### config.mk
export PLATFORM = sky130hd
export DESIGN_NAME = keypad_operand_entry_flat
export DESIGN_NICKNAME = d
export VERILOG_FILES = /design/src/rtl/keypad_operand_entry_if.sv /design/src/rtl/keypad_operand_entry.sv /design/src/flat_wrapper.sv
export SDC_FILE = /design/constraint.sdc
export NUM_CORES = 1
export LEC_CHECK = 0
export CORE_MARGIN = 2
export CORE_UTILIZATION = 25
export CTS_BUF_LIST = sky130_fd_sc_hd__clkbuf_8
export DETAILED_ROUTE_END_ITERATION = 8
export PLACE_DENSITY_LB_ADDON = 0.05
export SYNTH_ARGS = -nofsm -noshare
export SYNTH_HDL_FRONTEND = slang
export SYNTH_SLANG_ARGS = --single-unit
### constraint.sdc
create_clock -name clk -period 5.3 [get_ports clk]
set_input_delay 0.53 -clock clk [delete_from_list [all_inputs] [get_ports clk]]
set_output_delay 0.53 -clock clk [all_outputs]
set_load 0.005 [all_outputs]
### src/rtl/keypad_operand_entry_if.sv
// Key-event input and operand output bundle between the keypad reader,
// the operand entry block and the downstream arithmetic/display stages.
interface keypad_operand_entry_if #(
    parameter int W = 10
);
    logic         key_valid;
    logic [3:0]   key_code;
    logic [W-1:0] op_a;
    logic [W-1:0] op_b;
    logic         ops_ready;
    logic [W-1:0] entry_val;
    logic [1:0]   digit_cnt;
    logic [1:0]   state;

    // master: the key source that consumes the results
    modport master (
        output key_valid, key_code,
        input  op_a, op_b, ops_ready, entry_val, digit_cnt, state
    );

    // slave: the operand entry block
    modport slave (
        input  key_valid, key_code,
        output op_a, op_b, ops_ready, entry_val, digit_cnt, state
    );
endinterface

### src/rtl/keypad_operand_entry.sv
// Assembles decoded keypad digits into two binary operands.
// 'A' closes operand A, '#' closes operand B and strobes ops_ready, '*' clears.
module keypad_operand_entry #(
    parameter int NDIG = 3,
    parameter int W    = 10
) (
    input  logic                    clk,
    input  logic                    rst,
    keypad_operand_entry_if.slave   bus
);

    typedef enum logic [1:0] {
        ENTRY_A = 2'b00,
        ENTRY_B = 2'b01,
        DONE    = 2'b10,
        ILLEGAL = 2'b11
    } state_e;

    localparam logic [3:0] KEY_NEXT  = 4'hA;
    localparam logic [3:0] KEY_CLEAR = 4'hE;
    localparam logic [3:0] KEY_ENTER = 4'hF;

    state_e       state_q, state_d;
    logic [W-1:0] op_a_q, op_a_d;
    logic [W-1:0] op_b_q, op_b_d;
    logic [W-1:0] entry_val_q, entry_val_d;
    logic [1:0]   digit_cnt_q, digit_cnt_d;
    logic         ops_ready_q, ops_ready_d;

    logic         is_digit;
    logic         has_room;
    logic [W-1:0] acc_val;

    assign is_digit = (bus.key_code <= 4'd9);
    assign has_room = (int'(digit_cnt_q) < NDIG);
    // x*10 as (x<<3)+(x<<1); the W/NDIG rule guarantees no wrap
    assign acc_val  = (entry_val_q << 3) + (entry_val_q << 1) + W'(bus.key_code);

    always_comb begin
        state_d     = state_q;
        op_a_d      = op_a_q;
        op_b_d      = op_b_q;
        entry_val_d = entry_val_q;
        digit_cnt_d = digit_cnt_q;
        ops_ready_d = 1'b0;

        if (state_q == ILLEGAL || (bus.key_valid && bus.key_code == KEY_CLEAR)) begin
            state_d     = ENTRY_A;
            op_a_d      = '0;
            op_b_d      = '0;
            entry_val_d = '0;
            digit_cnt_d = '0;
        end else if (bus.key_valid) begin
            case (state_q)
                ENTRY_A: begin
                    if (is_digit && has_room) begin
                        entry_val_d = acc_val;
                        digit_cnt_d = digit_cnt_q + 2'd1;
                    end else if (bus.key_code == KEY_NEXT) begin
                        op_a_d      = entry_val_q;
                        entry_val_d = '0;
                        digit_cnt_d = '0;
                        state_d     = ENTRY_B;
                    end
                end
                ENTRY_B: begin
                    if (is_digit && has_room) begin
                        entry_val_d = acc_val;
                        digit_cnt_d = digit_cnt_q + 2'd1;
                    end else if (bus.key_code == KEY_ENTER) begin
                        op_b_d      = entry_val_q;
                        entry_val_d = '0;
                        digit_cnt_d = '0;
                        ops_ready_d = 1'b1;
                        state_d     = DONE;
                    end
                end
                DONE: begin
                    // a digit here starts a fresh calculation and is kept
                    if (is_digit) begin
                        op_a_d      = '0;
                        op_b_d      = '0;
                        entry_val_d = W'(bus.key_code);
                        digit_cnt_d = 2'd1;
                        state_d     = ENTRY_A;
                    end
                end
                default: ;
            endcase
        end
    end

    always_ff @(posedge clk or negedge rst) begin
        if (!rst) begin
            state_q     <= ENTRY_A;
            op_a_q      <= '0;
            op_b_q      <= '0;
            entry_val_q <= '0;
            digit_cnt_q <= '0;
            ops_ready_q <= 1'b0;
        end else begin
            state_q     <= state_d;
            op_a_q      <= op_a_d;
            op_b_q      <= op_b_d;
            entry_val_q <= entry_val_d;
            digit_cnt_q <= digit_cnt_d;
            ops_ready_q <= ops_ready_d;
        end
    end

    assign bus.op_a      = op_a_q;
    assign bus.op_b      = op_b_q;
    assign bus.entry_val = entry_val_q;
    assign bus.digit_cnt = digit_cnt_q;
    assign bus.state     = state_q;
    assign bus.ops_ready = ops_ready_q;

endmodule
### src/flat_wrapper.sv
// flat-port wrapper written by rule: the top's interface ports become plain ports
module keypad_operand_entry_flat 
#(
    parameter int NDIG = 3,
    parameter int W    = 10
)
  (clk, rst, bus_key_valid, bus_key_code, bus_op_a, bus_op_b, bus_ops_ready, bus_entry_val, bus_digit_cnt, bus_state);
  keypad_operand_entry_if #(.W(W)) bus_i ();
  input  logic clk;
  input  logic rst;
  input wire logic [$bits(bus_i.key_valid)-1:0] bus_key_valid;
  input wire logic [$bits(bus_i.key_code)-1:0] bus_key_code;
  output wire logic [$bits(bus_i.op_a)-1:0] bus_op_a;
  output wire logic [$bits(bus_i.op_b)-1:0] bus_op_b;
  output wire logic [$bits(bus_i.ops_ready)-1:0] bus_ops_ready;
  output wire logic [$bits(bus_i.entry_val)-1:0] bus_entry_val;
  output wire logic [$bits(bus_i.digit_cnt)-1:0] bus_digit_cnt;
  output wire logic [$bits(bus_i.state)-1:0] bus_state;
  assign bus_i.key_valid = bus_key_valid;
  assign bus_i.key_code = bus_key_code;
  assign bus_op_a = bus_i.op_a;
  assign bus_op_b = bus_i.op_b;
  assign bus_ops_ready = bus_i.ops_ready;
  assign bus_entry_val = bus_i.entry_val;
  assign bus_digit_cnt = bus_i.digit_cnt;
  assign bus_state = bus_i.state;
  keypad_operand_entry #(.NDIG(NDIG), .W(W)) u_core (.clk(clk), .rst(rst), .bus(bus_i));
endmodule
==> summary.md <==
| Metric | Value |
|---|---|
| Global-route wire length before repair | 9487 um |
| Global router's overall resource usage | 12.48% |
| Clock latency on the worst-skew pair | 0.29 ns |
| Outcome | finished clean |
| Largest buffer count on any clock path | 2 |
| Yosys warning total | 0 |
| Count of buffers added by post-CTS timing repair for setup | 0 |
| Library cells used by synthesis | 43 |
| Post-synth top area share | 40.14% |
| Fin crit share | 57.32% |
| Dominant cells by area after synthesis | dfrtp_1, ha_1, mux2i_1 |
| Number of buffer and inverter stages on the critical path | 3 |
| Overflow left after global routing | 0 |
| Count of flip-flops with a built-in enable after synthesis | 0 |
| Core footprint | 8593 um2 |
| Layout filler cell count | 884 |
| Number of detailed-route iterations in the first pass | 4 |
| Number of diodes | 0 |
| Post-synth top area cell | dfrtp_1 |
| Synthesis-to-layout area growth | 29.01% |
| Placed Instances | 356 |
| Kind of critical path | in -> reg |
| Power density over the cells | 609.7 nW/um2 |
| WP data required | 5.49 ns |
| Setup repair after global routing missed its margin | no |
| Detail-routed net length per standard cell | 15.33 um |
| Count of max-cap constraint violations | 0 |
| Die height | 97.43 um |
| Total standard cell area after synthesis | 2182 um2 |
| CP Launch Type | input pin |
| Average size of a mapped cell | 10.10 um2 |
| Worst hold slack | 0.3333 ns |
| Count of cells resized by post-cts repair | 0 |
| CTS tree | done |
| Highest attainable clock frequency | 329.2 MHz |
| Number of standard cells after synthesis | 216 |
| Fraction of registers with async set/reset | 100.0% |
| Clock tree root driver cell | clkbuf_8 |
| Largest net degree at the start of global routing | 36 |
| Clk sinks | 35 |
| Worst IR drop on VDD | 0.0002421 V |
| Ratio of cells with drive above 1 in the final layout | 10.94% |
| Post-DR vias/cell | 4.714 |
| Critical path arrival | 3.23 ns |
| # IOs | 42 |
| IO Port Bufs | 41 |
| Number of buffers created by CTS | 5 |
| Total wire length | 5580 um |
| Family with the most delay on the worst path | compound AO/OA/AOI/OAI gates |
| Remaining antenna violation count after routing | 0 |
| Critical Path End Type | flop |
| Cells along the critical path | clkdlybuf4s50_1, inv_1, fa_1, inv_1, ha_1, a211oi_1, o21ai_0, a41o_1, xnor2_1, o31ai_1 |
| Routability cong. | 0.7401 |
| Cell repeated most along the worst path | inv_1 |
| Die area | 9492 um2 |
| Standard cell with the maximum stage delay on the critical path | clkdlybuf4s50_1 |
| Worst clock skew | 0.006835 ns |
| Effective utilization at floorplan | 25.39% |
| Top_reg_cell synth | dfrtp_1 |
| Register clock-pin slew on the reported worst setup and hold paths | 0.08 ns |
| Seq cells post-synth | 35 |
| Cell Count, Final, Fillers Out | 364 |
| Number of standard-cell rows in the floorplan | 34 |
| Crit Path Max Fanout | 7 |
| Final Hold Fails | 0 |
| Detailed placement HPWL | 4108 um |
| Final Net Count | 283 |
| Post-Syn Nets | 244 |
| Leakage Power | 1.319 nW |
| Number of DRC markers after the initial detailed-route iteration | 43 |
| H-Tree Depth | 2 |
| Pins over their slew limit | 0 |
| Slew at the pin closest to its max-slew limit | 0.8321 ns |
| Tot Pwr | 1.716 mW |
| Detailed-route via count | 1716 |
| Initial antenna violation count | 0 |
| Die W | 97.43 um |
| Fin Setup TNS | 0 ns |
| Number of DRC violations after detailed routing | 0 |
| Seq/Total Area, Yosys | 40.14% |
| Via count of the first global-routing pass | 1769 |
| CTS Hold Buffers Added | 0 |
| Slew margin rel. | 44.53% |
| Setup Viol. Count Final | 0 |
| Final Critical Period | 3.038 ns |
| Worst Hold Class | in -> async |
| Longest individual stage delay on the worst path | 0.60 ns |
metrics by stage:
stage | setup slack [ns] | util [%] | cell area (um2)
6_report | 2.262 | 32.76 | 2815
5_1_grt | 2.077 | 32.76 | 2815
4_1_cts | 2.229 | 32.76 | 2815
3_5_place_dp | 1.934 | 31.22 | 2683
3_3_place_gp | 1.960 | 31.22 | 2683
2_1_floorplan | 2.849 | - | 2182
cell usage in the layout (no fill, tap or decap), drive strengths merged, types with 2 or more instances in the layout:
cell	instances
a211oi	4
xnor2	4
dfrtp	35
a21oi	7
fa	2
buf	3
bufinv	2
nor3	3
mux2i	10
nand2	18
ha	19
clkbuf	5
inv	20
nor2	9
xor2	2
a22o	11
a31oi	2
or2	3
a21o	3
and3	2
o31ai	8
o21ai	9
clkdlybuf4s50	40
mux2	4
nand3b	2
nand3	11
o21a	3
o41ai	2
synth_stat cells (4+ instances only):
cell type,n
dfrtp_1,35
ha_1,19
inv_1,19
nand2_1,18
a22o_1,11
nand3_1,11
mux2i_1,10
nor2_1,9
o31ai_1,8
o21ai_0,7
a21oi_1,6
buf_2,6
a211oi_1,4
mux2_2,4
xnor2_1,4
cell type report:
class                   instances  area [um2]  share of cell area, %
well taps                     108       135.1                  4.800
inverters                      19       71.32                  2.533
flip-flops and latches         35       875.8                  31.11
clock buffers                   5       68.82                  2.444
clock inverters                 3       63.81                  2.267
multi-input cells             151        1180                  41.91
repair buffers                 43       420.4                  14.93
cells by family after synthesis:
logic type / Yosys count / share of synthesized area (%)
xor gates and xnor gates: 6 / 2.408
buffers and inverters: 30 / 6.021
muxes: 14 / 6.651
adders and majority gates: 21 / 12.73
DFF: 35 / 40.14
and+or+nand+nor: 55 / 12.61
AOI/OAI and AO/OA: 55 / 19.44
metal layers:
layer	global-route usage, %	wire (um)	share of wire, %	vias to the layer above
li1	-	-	-	852
met1	18.96	2919	52	830
met2	17.98	2432	44	30
met3	2.806	170	3.0	4
met4	2.885	57	1.0	0
met5	0	0	0	-
worst reg2reg max path, stage by stage, from the launching register on:
cell	delay [ns]
dfrtp_1	0.46
inv_1	0.12
fa_1	0.55
inv_1	0.07
ha_1	0.31
a211oi_1	0.28
o21ai_0	0.20
a41o_1	0.30
xnor2_1	0.13
o31ai_1	0.22
path summary, 6_finish.rpt:
path                                                     start                             endpoint  slack, ns  cells past startpoint
min in group clk                u_core.bus.op_b[1]$_DFFE_PN0P_       u_core.bus.op_b[1]$_DFFE_PN0P_       0.51                      1
min reg2reg                     u_core.bus.op_b[1]$_DFFE_PN0P_       u_core.bus.op_b[1]$_DFFE_PN0P_       0.51                      1
max reg2reg                u_core.bus.entry_val[0]$_DFFE_PN0P_  u_core.bus.entry_val[9]$_DFFE_PN0P_       2.56                      9
max                                            bus_key_code[3]  u_core.bus.entry_val[9]$_DFFE_PN0P_       2.26                     10
max in group asynchronous                                  rst  u_core.bus.entry_val[6]$_DFFE_PN0P_       4.43                      1
min                                                        rst       u_core.bus.op_a[0]$_DFFE_PN0P_       0.33                      1
flip-flops by register name, summed over array words and instances, names as in the netlist:
| register | flops |
|---|---|
| u_core.bus.digit_cnt | 2 |
| u_core.bus.op_b | 10 |
| u_core.bus.state | 2 |
| u_core.bus.op_a | 10 |
| u_core.bus.ops_ready | 1 |
| u_core.bus.entry_val | 10 |
report_power, final:
group / total [mW] / internal [mW] / leakage [nW] / switching (mW)
sequential: 0.481 / 0.374 / 0.464 / 0.107
combinational: 0.946 / 0.481 / 0.785 / 0.465
clock: 0.289 / 0.186 / 0.0695 / 0.103
Note: power is estimated with default switching activity, not from simulation.
